`config.mk`:
```
export PLATFORM = sky130hd
export DESIGN_NAME = serial_alu_core
export DESIGN_NICKNAME = d
export VERILOG_FILES = /design/src/rtl/alu_pkg.sv /design/src/rtl/serial_alu_bitslice.sv /design/src/rtl/serial_alu_core.sv
export SDC_FILE = /design/constraint.sdc
export NUM_CORES = 1
export LEC_CHECK = 0
export BUFFER_PORTS_ARGS = -buffer_cell sky130_fd_sc_hd__buf_2
export CELL_PAD_IN_SITES_DETAIL_PLACEMENT = 1
export CELL_PAD_IN_SITES_GLOBAL_PLACEMENT = 1
export CORE_AREA = 2 2 57 59
export CTS_CLUSTER_SIZE = 10
export DETAILED_ROUTE_END_ITERATION = 12
export DIE_AREA = 0 0 59 61
export GPL_ROUTABILITY_DRIVEN = 0
export PLACE_DENSITY = 0.78
export REMOVE_ABC_BUFFERS = 1
export SKIP_CTS_REPAIR_TIMING = 1
export SKIP_LAST_GASP = 1
export SLEW_MARGIN = 20
export SYNTH_ARGS = -nofsm -noshare
export SYNTH_HDL_FRONTEND = slang
export SYNTH_SLANG_ARGS = --single-unit
export TNS_END_PERCENT = 100
```
`constraint.sdc`:
```
create_clock -name CLK -period 4.8 [get_ports CLK]
set_input_delay 0.48 -clock CLK [delete_from_list [all_inputs] [get_ports CLK]]
set_output_delay 0.48 -clock CLK [all_outputs]
set_load 0.005 [all_outputs]
```
`src/rtl/alu_pkg.sv`:
```
// Shared types and encodings for the bit-serial ALU execute stage.
// Select codes are the {S1,S0} pair; their meaning depends on M.
package alu_pkg;

    typedef enum logic [1:0] {
        IDLE,
        SHIFT,
        DONE_S
    } state_t;

    localparam logic [1:0] ARITH_ZERO = 2'b00;
    localparam logic [1:0] ARITH_B    = 2'b01;
    localparam logic [1:0] ARITH_NOTB = 2'b10;
    localparam logic [1:0] ARITH_ONES = 2'b11;

    localparam logic [1:0] LOGIC_AND  = 2'b00;
    localparam logic [1:0] LOGIC_OR   = 2'b01;
    localparam logic [1:0] LOGIC_XOR  = 2'b10;
    localparam logic [1:0] LOGIC_NOTA = 2'b11;

    localparam int unsigned DEFAULT_N = 4;

endpackage

```
`src/rtl/serial_alu_bitslice.sv`:
```
// One bit of the ALU: arithmetic extender feeding a full adder, plus the logic mux.
// In logic mode the carry output is held at 0 so the carry chain stays clear.
module serial_alu_bitslice
    import alu_pkg::*;
(
    input  logic a_i,
    input  logic b_i,
    input  logic c,
    input  logic M,
    input  logic S1,
    input  logic S0,
    output logic f_i,
    output logic c_next
);

    logic [1:0] sel;
    logic       y;

    assign sel = {S1, S0};

    always_comb begin
        y = 1'b0;
        case (sel)
            ARITH_ZERO: y = 1'b0;
            ARITH_B:    y = b_i;
            ARITH_NOTB: y = ~b_i;
            ARITH_ONES: y = 1'b1;
            default:    y = 1'b0;
        endcase
    end

    always_comb begin
        f_i    = 1'b0;
        c_next = 1'b0;
        if (M) begin
            f_i    = a_i ^ y ^ c;
            c_next = (a_i & y) | (a_i & c) | (y & c);
        end else begin
            case (sel)
                LOGIC_AND:  f_i = a_i & b_i;
                LOGIC_OR:   f_i = a_i | b_i;
                LOGIC_XOR:  f_i = a_i ^ b_i;
                LOGIC_NOTA: f_i = ~a_i;
                default:    f_i = 1'b0;
            endcase
        end
    end

endmodule

```
`src/rtl/serial_alu_core.sv`:
```
// Bit-serial ALU execute stage: START/DONE handshake, one operand bit per clock, LSB first.
// Result and flags are registered on the completion edge and hold between operations.
module serial_alu_core
    import alu_pkg::*;
#(
    parameter int unsigned N = DEFAULT_N
) (
    input  logic         CLK,
    input  logic         RST_N,
    input  logic         START,
    input  logic [N-1:0] A,
    input  logic [N-1:0] B,
    input  logic         M,
    input  logic         S1,
    input  logic         S0,
    input  logic         C0,
    output logic         BUSY,
    output logic         DONE,
    output logic [N-1:0] F,
    output logic         COUT,
    output logic         V,
    output logic         Z
);

    localparam int unsigned CW = $clog2(N);

    state_t         state_q;
    logic [CW-1:0]  cnt_q;
    logic [N-1:0]   a_q;
    logic [N-1:0]   b_q;
    logic [N-2:0]   res_q;
    logic           m_q;
    logic [1:0]     sel_q;
    logic           c_q;
    logic [N-1:0]   f_q;
    logic           cout_q;
    logic           v_q;
    logic           z_q;

    logic           f_bit;
    logic           c_next;
    logic [N-1:0]   word_d;

    serial_alu_bitslice u_slice (
        .a_i    (a_q[0]),
        .b_i    (b_q[0]),
        .c      (c_q),
        .M      (m_q),
        .S1     (sel_q[1]),
        .S0     (sel_q[0]),
        .f_i    (f_bit),
        .c_next (c_next)
    );

    // On the last bit, res_q holds the N-1 lower result bits already shifted into place.
    assign word_d = {f_bit, res_q};

    always_ff @(posedge CLK or negedge RST_N) begin
        if (!RST_N) begin
            state_q <= IDLE;
            cnt_q   <= '0;
            a_q     <= '0;
            b_q     <= '0;
            res_q   <= '0;
            m_q     <= 1'b0;
            sel_q   <= '0;
            c_q     <= 1'b0;
            f_q     <= '0;
            cout_q  <= 1'b0;
            v_q     <= 1'b0;
            z_q     <= 1'b0;
        end else begin
            case (state_q)
                IDLE: begin
                    if (START) begin
                        a_q     <= A;
                        b_q     <= B;
                        m_q     <= M;
                        sel_q   <= {S1, S0};
                        c_q     <= M & C0;
                        cnt_q   <= '0;
                        state_q <= SHIFT;
                    end
                end
                SHIFT: begin
                    a_q   <= a_q >> 1;
                    b_q   <= b_q >> 1;
                    res_q <= word_d[N-1:1];
                    c_q   <= c_next;
                    cnt_q <= cnt_q + 1'b1;
                    if (cnt_q == CW'(N - 1)) begin
                        // c_q is the carry into the MSB here, c_next the carry out.
                        f_q     <= word_d;
                        cout_q  <= c_next;
                        v_q     <= c_q ^ c_next;
                        z_q     <= ~|word_d;
                        state_q <= DONE_S;
                    end
                end
                DONE_S: state_q <= IDLE;
                default: state_q <= IDLE;
            endcase
        end
    end

    assign BUSY = (state_q == SHIFT);
    assign DONE = (state_q == DONE_S);
    assign F    = f_q;
    assign COUT = cout_q;
    assign V    = v_q;
    assign Z    = z_q;

endmodule

```
Yosys cells after proc, flatten, opt, wreduce, memory -nomap -nowiden
Cells that the tools add are included.
{ "op_classes": {"addsub": 1, "n_bitwise": 14, "n_eq_ne": 8, "n_reduce_logical": 9, "muxes": 15} }
{ "ops": {"columns": ["operator", "n"], "rows": [
  ["$pmux W4 S2", 2],
  ["$eq A2 B2 Y1 const B", 4],
  ["$mux W4", 2],
  ["$pmux W1 S4", 2],
  ["$pmux W2 S2", 2],
  ["$reduce_and A2 Y1", 4],
  ["$mux W2", 3],
  ["$and A1 B1 Y1", 5],
  ["$eq A2 B1 Y1 const B", 2],
  ["$logic_not A2 Y1", 2],
  ["$reduce_or A4 Y1", 1],
  ["$xor A1 B1 Y1", 4],
  ["$mux W1", 3],
  ["$or A1 B1 Y1", 3],
  ["$add A2 B1 Y2 const B", 1],
  ["$ne A2 B1 Y1 const B", 1],
  ["$ne A2 B2 Y1 const B", 1],
  ["$not A1 Y1", 2],
  ["$pmux W1 S2", 1],
  ["$reduce_bool A2 Y1", 1],
  ["$logic_not A1 Y1", 1]
]} }
{ "totals": {"output_inout_bits": 9, "register_bits": 26, "wordCells": 59} }

Depth between registers and ports, before layout
Gate-level depths: netlist of the first run.
{ "depth": {"word_depth": 7, "depth_mapped": 5, "ltp_nobuf": 5} }

Modules after synthesis
From an unflattened synthesis of the first run, not the netlist that was laid out.
{ "hier_totals": {"cells_unflattened": 122, "area_unflattened_um2": 1276.2} }
{ "modules_own_cells": {"columns": ["mod", "cells_per_inst", "area_each_um2", "seq_area_each_um2", "instances"], "rows": [
  ["serial_alu_core", 107, 1162.4, 650.6, 1],
  ["serial_alu_bitslice", 15, 113.9, 0.0, 1]
]} }

Least setup slack after synthesis of the first run
OpenSTA, ideal clock, no wires.
{ "synth_timing": {"kind": "reg2reg", "startpoint": "reg b_q[0]", "endpoint": "reg z_q, in the netlist Z", "path_slack_ns": 3.233, "n_path_buf": 0, "synth_period_minus_slack_ns": 1.567, "arrival_time_ns": 1.445, "setup_ns": 0.122, "stages_incl_launch_ff": 6, "cell_sequence": "dfrtp_1 mux2i_1 fa_1 nor2b_1 a41oi_1 a32o_1"} }
{ "synth_between": {"elab_chain_len": 7, "word_cells_on_any_way": 11} }
{ "synth_rtl": {"columns": ["element", "line", "text"], "rows": [
  ["start, declared", "serial_alu_core.sv:30", "logic [N-1:0] b_q;"],
  ["start signal, assigned", "serial_alu_core.sv:87", "b_q <= b_q >> 1;"],
  ["$not A1 Y1", "serial_alu_bitslice.sv:26", "ARITH_NOTB: y = ~b_i;"],
  ["$pmux W1 S4", "serial_alu_bitslice.sv:23", "case (sel)"],
  ["$xor A1 B1 Y1 (2 in a row)", "serial_alu_bitslice.sv:36", "f_i = a_i ^ y ^ c;"],
  ["$mux W1 *", "serial_alu_bitslice.sv:35", "if (M) begin"],
  ["$reduce_or A4 Y1 *", "serial_alu_core.sv:96", "z_q <= ~|word_d;"],
  ["$logic_not A1 Y1 *", "serial_alu_core.sv:96", null],
  ["end signal, assigned", "serial_alu_core.sv:96", null],
  ["end, declared", "serial_alu_core.sv:38", "logic z_q;"]
]} }
Every way passes the cells marked *; elsewhere a longest branch is shown, timed or not.
A chain may end at the register's enable or synchronous reset.

Worst setup path in the final report of the first run
{ "layout_timing": {"startpoint": "reg state_q[0]", "endpoint": "out BUSY"} }
{ "layout_between": {"elab_chain_len": 1} }
{ "layout_rtl": {"columns": ["element", "line", "text"], "rows": [
  ["start, declared", "serial_alu_core.sv:27", "state_t state_q;"],
  ["start signal, assigned", "serial_alu_core.sv:60", "state_q <= IDLE;"],
  ["start signal, assigned", "serial_alu_core.sv:82", "state_q <= SHIFT;"],
  ["start signal, assigned", "serial_alu_core.sv:97", "state_q <= DONE_S;"],
  ["$eq A2 B1 Y1", "serial_alu_core.sv:106", "assign BUSY = (state_q == SHIFT);"],
  ["end, declared", "serial_alu_core.sv:17", "output logic BUSY,"]
]} }
No other way between the ends.

==> reports/qor.txt, run 1 <==
Status: finished clean
HPWL Detailed: 2050 um
CP Data Required Time: 4320 ps
Drt drc: 0
Fmax: 488 MHz
Worst Path Arrival: 1570 ps
Die footprint: 3600 um2
Vias in the first global route: 1040
Critical path class: flip-flop to output port
CTS clk-pin slew, worst paths: 130 ps
Cells after Synth: 119
PortBufs: 23
TritonCTS sink count: 26
Starting DRT DRC Count: 14
Synth unique cells: 31
CTS tree: yes
Post-synth top area share: 52.1%
Total CTS buffers: 3
Via density per instance: 5.40
Initial Util: 42.3%
Layout Cells excl Fill: 174
Setup WS post-layout: 2750 ps
Final Util: 48.1%
FF+latch count, synth: 26
Pin count of the biggest net entering global routing: 27
Setup tns final: 0 ps
Number of fillers in the final layout: 350
GR Util All Layers: 17.6%
Dominant cell type by area after synthesis: dfrtp_1
Max-Cap Viols: 0
Lkg Pwr: 0.675 nW
Core area: 2950 um2
Mapped cell area: 1250 um2
Share of cells above drive strength 1: 21.3%
Placed Cells: 170
Synthesis Warnings: 0
Worst VDD drop: 0.250 mV
Die Width: 59 um
Avg Cell Area, Syn: 10.5 um2
PD cells: 603 nW/um2
Longest Clk Path Bufs: 2
Hold Path Class: primary input to async pin
Detailed Route WL: 2640 um
Setup repair after global routing missed its margin: no
Crit. End Element: output port
Vias: 939
Worst slew margin: 61.8%
# diodes: 0
Startpoint Class: flip-flop
Skew-Pair Late Insertion Delay: 310 ps
Maximum fanout along the worst path: 15
Reg2Reg Depth: 3
Endpoints failing hold: 0
Area contributors post-synth: dfrtp_1 (52%), mux2_1 (5.4%), nor2b_1 (5.0%)
Slew at the pin closest to its max-slew limit: 573 ps
Initial antenna violation count: 0
Total Power: 0.856 mW
Die Height: 61 um
First drt pass iteration count: 4
Final setup fails: 0
Clock Skews: 3.25 ps
FP Rows: 20
Routed WL per cell: 15.2 um
Htree depth: 1
Worst Hold Slack: 143 ps
Syn-to-layout area delta: 13.5%
Final Slew Violations: 0
Final min period: 2050 ps
Final Cycle Share: 42.7%
Net count reported at finish: 161
Pre-CTS setup slack: 2920 ps
CTS Root Cell: clkbuf_4
Overflow after GRT: 0
First-pass GRT wire length: 4760 um
DRT antenna net count: 0
I/O pins: 24
Post-route cell area: 1420 um2
Placed cell area: 1380 um2
Sequential share of the synthesized area: 52.1%
-- cells by family after synthesis --
group	after synthesis	share of synthesized area, %
AOI/OAI and AO/OA	33	16.6
xor gates and xnor gates	1	0.701
adders and majority gates	4	4.60
buffers and inverters	12	4.00
DFF	26	52.1
muxes	8	7.01
and+or+nand+nor	35	15.0
-- power by group --
group	switching [mW]	leakage, nW	internal (mW)
logic	0.177	0.325	0.163
clock network	0.0605	0.0210	0.0463
registers	0.0951	0.329	0.315
total	0.332	0.675	0.524
-- cell usage in the layout, fill, tap and decap left out, drive strengths merged, types with 2 or more instances in the layout --
cell     count
clkbuf       4
ha           3
a22oi        5
inv          7
mux2i        2
nand2b       2
buf         23
nor2b       10
mux2         6
o21ai       12
a31oi        2
dfrtp       26
a21oi        7
nor2         4
a2bb2oi      2
nand2       13
-- layer usage --
layer  up-vias  GRT usage (%)  share of wire (%)
met1       457           22.0                 46
met2        21           32.9                 50
met4         0           3.90               0.64
met5         -              0                  0
li1        459              -                  -
met3         2           1.92                3.2
-- worst paths after layout --
check | slack (ps) | start | to
worst min register to register | 490 | V$_DFFE_PN0P_ | V$_DFFE_PN0P_
worst max-delay path | 2750 | state_q[0]$_DFFE_PN0P_ | BUSY
min in group CLK | 390 | S1 | sel_q[1]$_DFFE_PN0P_
worst max register to register | 3050 | state_q[1]$_DFFE_PN0P_ | sel_q[0]$_DFFE_PN0P_
worst min-delay path | 140 | RST_N | COUT$_DFFE_PN0P_
max in group asynchronous | 4280 | RST_N | sel_q[1]$_DFFE_PN0P_
-- area by class of cell --
class | instances | area [um2] | area share (%)
tap | 33 | 41.3 | 2.91
clock buffer | 4 | 36.3 | 2.56
multi-input combinational | 81 | 549 | 38.7
timing repair buffer | 23 | 115 | 8.11
inverter | 7 | 26.3 | 1.85
sequential | 26 | 651 | 45.9
-- critical path: stages, from the launching register on --
cell	delay [ps]
dfrtp_1	660
nand2b_1	220
inv_2	230
buf_2	160
-- synth_stat cells --
library cell,number
a21oi_1,7
a22o_1,1
a22oi_1,5
a2bb2oi_1,2
a311o_1,1
a31oi_1,2
a32o_1,1
a41oi_1,1
and2_0,1
and2b_4,1
and3b_1,1
buf_2,4
clkbuf_1,1
dfrtp_1,26
fa_1,1
ha_1,3
inv_1,6
inv_2,1
mux2_1,6
mux2i_1,2
nand2_1,13
nand2b_1,2
nand3b_2,1
nor2_1,4
nor2b_1,10
nor4_1,1
o21ai_0,9
o21ai_1,3
o21bai_1,1
or2_1,1
xnor2_1,1
-- flip-flops by register name (all words and copies together) (netlist names) --
register and flops:
COUT 1, res_q 3, b_q 4, state_q 2, Z 1, a_q 4, sel_q 2, F 4
V 1, c_q 1, m_q 1, cnt_q 2
Power figures use the tool's default switching activity.
==> run 2, diff against run 1 <==
--- a/config.mk
+++ b/config.mk
@@ -5,15 +5,16 @@
 export SDC_FILE = /design/constraint.sdc
 export NUM_CORES = 1
 export LEC_CHECK = 0
+export ABC_AREA = 1
 export BUFFER_PORTS_ARGS = -buffer_cell sky130_fd_sc_hd__buf_2
 export CELL_PAD_IN_SITES_DETAIL_PLACEMENT = 1
 export CELL_PAD_IN_SITES_GLOBAL_PLACEMENT = 1
-export CORE_AREA = 2 2 57 59
+export CORE_AREA = 2 2 62 64
 export CTS_CLUSTER_SIZE = 10
 export DETAILED_ROUTE_END_ITERATION = 12
-export DIE_AREA = 0 0 59 61
+export DIE_AREA = 0 0 64 66
 export GPL_ROUTABILITY_DRIVEN = 0
-export PLACE_DENSITY = 0.78
+export PLACE_DENSITY = 0.71
 export REMOVE_ABC_BUFFERS = 1
 export SKIP_CTS_REPAIR_TIMING = 1
 export SKIP_LAST_GASP = 1
==> constraint.sdc (replaced) <==
create_clock -name CLK -period 1.7 [get_ports CLK]
set_input_delay 0.17 -clock CLK [delete_from_list [all_inputs] [get_ports CLK]]
set_output_delay 0.17 -clock CLK [all_outputs]
set_load 0.005 [all_outputs]
==> run 2 against run 1 <==
Compared with the run above: non-clock buffer count increased by 7; die area increased by 17%; worst hold slack got worse by 100 ps; total power increased to 3.1 times the previous value.
==> reports/qor.txt, run 2 <==
Status: finished clean (unchanged)
Hold Path Class: primary input to flip-flop (was primary input to async pin)
Mapped cell area: 1230 um2 (was 1250 um2)
Pin count of the biggest net entering global routing: 27 (unchanged)
Skew-Pair Late Insertion Delay: 320 ps (was 310 ps)
Die Width: 64 um (was 59 um)
Dominant cell type by area after synthesis: dfrtp_1 (unchanged)
TritonCTS sink count: 26 (unchanged)
Hold Startpoint: A[3]
Stages on the worst setup path: 7 (was 3)
Post-synth top area share: 53.0% (was 52.1%)
Critical path class: flip-flop to flip-flop (was flip-flop to output port)
Lkg Pwr: 0.761 nW (was 0.675 nW)
Sequential share of the synthesized area: 53.0% (was 52.1%)
# diodes: 0 (unchanged)
CP Data Required Time: 1940 ps (was 4320 ps)
Startpoint Class: flip-flop (unchanged)
Cells after Synth: 135 (was 119)
Worst slew margin: 62.1% (was 61.8%)
Routed WL per cell: 12.3 um (was 15.2 um)
Crit. End Element: flip-flop (was output port)
Avg Cell Area, Syn: 9.09 um2 (was 10.5 um2)
Vias in the first global route: 1077 (was 1040)
Pre-CTS setup slack: -3.21 ps (was 2920 ps)
CP max-delay cell: dfrtp_1 (unchanged)
Worst setup path start: b_q[0]$_DFFE_PN0P_ (was state_q[0]$_DFFE_PN0P_)
PD cells: 1830 nW/um2 (was 603 nW/um2)
Maximum fanout along the worst path: 3 (was 15)
Setup WS post-layout: 65.2 ps (was 2750 ps)
Worst Hold Slack: 42.1 ps (was 143 ps)
Crit path cell chain: nand2_1 > o21ai_2 > fa_1 > or2_2 > xor2_1 > nand2_1 > nand2_1 (was nand2b_1 > inv_2 > buf_2)
CTS Root Cell: clkbuf_4 (unchanged)
Longest Clk Path Bufs: 2 (unchanged)
Most common cell on crit path: nand2_1
Worst Path Arrival: 1870 ps (was 1570 ps)
I/O pins: 24 (unchanged)
DRT antenna net count: 0 (unchanged)
Final min period: 1630 ps
Most frequent cells in the layout: nand2_1 (43), dfrtp_1 (26), buf_2 (23) (was dfrtp_1 (26), buf_2 (23), nand2_1 (13))
CTS clk-pin slew, worst paths: 140 ps (was 130 ps)
Starting DRT DRC Count: 33 (was 14)
Final Slew Violations: 0 (unchanged)
Hold Path Cell Cnt: 3
Max-Cap Viols: 0 (unchanged)
FP Rows: 22 (was 20)
Vias: 990 (was 939)
Slew at the pin closest to its max-slew limit: 568 ps (was 573 ps)
Htree depth: 1 (unchanged)
Count leader, synth: nand2_1 (was dfrtp_1)
Setup repair after global routing missed its margin: no (unchanged)
Detailed Route WL: 2620 um (was 2640 um)
EDFF count, synth: 0 (unchanged)
Clock Skews: 5.05 ps (was 3.25 ps)
Max stage delay on crit path: 430 ps (was 660 ps)
Simple-gate share of the synthesized area: 22.9% (was 15.0%)
Post-Synth XOR/XNOR Area: 0.714% (was 0.701%)
Commonest non-fill, non-tap cell in the layout: nand2_1 (was dfrtp_1)
Largest family of logic cells by synthesized area: simple AND/OR/NAND/NOR gates (was compound AO/OA/AOI/OAI gates)
Endpoints failing hold: 0 (unchanged)
Reg-to-reg startpoint: b_q[0]$_DFFE_PN0P_ (was state_q[1]$_DFFE_PN0P_)
Post-Synth Adder-Cell Area: 4.69% (was 4.60%)
First drt pass iteration count: 4 (unchanged)
Main synth FF type: dfrtp_1 (unchanged)
Drt drc: 0 (unchanged)
Worst Path Buf+Inv: 0 (was 2)
Initial antenna violation count: 0 (unchanged)
Final Cycle Share: 96.2%
GR Util All Layers: 14.5% (was 17.6%)
Die Height: 66 um (was 61 um)
Final setup fails: 0 (unchanged)
Cell family with most CP delay: simple AND/OR/NAND/NOR gates (was flip-flops)
Area contributors post-synth: dfrtp_1 (53%), nand2_1 (13%), o21ai_0 (4.9%) (was dfrtp_1 (52%), mux2_1 (5.4%), nor2b_1 (5.0%))
Worst VDD drop: 0.631 mV (was 0.250 mV)
Compound-cell area share of the yosys netlist: 11.5% (was 16.6%)
Share of cells above drive strength 1: 27.9% (was 21.3%)
Overflow after GRT: 0 (unchanged)
Fraction of registers with async set/reset: 100% (unchanged)
Reg2Reg Depth: 7 (was 3)
Die footprint: 4220 um2 (was 3600 um2)
PortBufs: 23 (unchanged)
Commonest cells post-synth: nand2_1 (43), dfrtp_1 (26), inv_1 (12), o21ai_0 (12), nor2_1 (8) (was dfrtp_1 (26), nand2_1 (13), nor2b_1 (10), o21ai_0 (9), a21oi_1 (7))
First-pass GRT wire length: 4810 um (was 4760 um)
Post-synthesis mux area share: 0% (was 7.01%)
Initial Util: 34.6% (was 42.3%)
HPWL Detailed: 2040 um (was 2050 um)
Syn-to-layout area delta: 18.9% (was 13.5%)
Core area: 3550 um2 (was 2950 um2)
CTS tree: yes (unchanged)
Synth unique cells: 23 (was 31)
FF+latch count, synth: 26 (unchanged)
Fmax: 612 MHz
Total CTS buffers: 3 (unchanged)
Synthesis Warnings: 0 (unchanged)
Net count reported at finish: 185 (was 161)
Via density per instance: 4.65 (was 5.40)
[run 2: cell type report]
class,instances,area (um2)
Tap cell,48,60.1
Sequential cell,26,651
Clock buffer,4,36.3
Timing Repair Buffer,30,170
Inverter,13,48.8
Fill cell,446,2090
Multi-Input combinational cell,92,493
[run 2: worst register-to-register path: stages, from the launching register on]
cell and delay (ps):
dfrtp_1 430, nand2_1 90, o21ai_2 60, fa_1 360
or2_2 350, xor2_1 160, nand2_1 60, nand2_1 50
[run 2: power breakdown]
group          switching [mW]  internal [mW]  total (mW)
clock network           0.186          0.131       0.317
logic                   0.751          0.526        1.28
registers               0.171          0.898        1.07
total                    1.11           1.56        2.66
[run 2: cells by family after synthesis]
| kind of cell | after synthesis |
|---|---|
| simple gates | 63 |
| flops | 26 |
| compound gates | 24 |
| buf+inv | 17 |
| fa+ha+maj | 4 |
| xor+xnor | 1 |
[run 2: metrics by stage]
| step | cells | cell area (um2) | power [mW] | TNS (ps) | utilization (%) |
|---|---|---|---|---|---|
| global placement | 206 | 1390 | 2.23 | 0 | 39.3 |
| finish | 213 | 1460 | 2.66 | 0 | 41.1 |
| CTS | 210 | 1430 | 2.66 | -27.3 | 40.3 |
| floorplan | 131 | 1190 | 1.86 | 0 | - |
| detailed placement | 206 | 1390 | 2.34 | -3.21 | 39.3 |
| global route | 213 | 1460 | 2.97 | 0 | 41.1 |
[run 2: metal layers]
| metal | track usage [%] | wire length (um) |
|---|---|---|
| met2 | 26.6 | 1300 |
| met3 | 3.07 | 95 |
| met1 | 17.7 | 1210 |
| met5 | 0 | 0 |
| met4 | 2.45 | 13 |
[run 2: path summary, 6_finish.rpt]
kind / endpoint / slack (ps)
worst max-delay path: V$_DFFE_PN0P_ / 70
worst min-delay path: a_q[3]$_DFFE_PN0P_ / 40
worst max register to register: V$_DFFE_PN0P_ / 70
worst min register to register: cnt_q[0]$_DFFE_PN0P_ / 490
max in group asynchronous: b_q[2]$_DFFE_PN0P_ / 980
min in group asynchronous: V$_DFFE_PN0P_ / 340
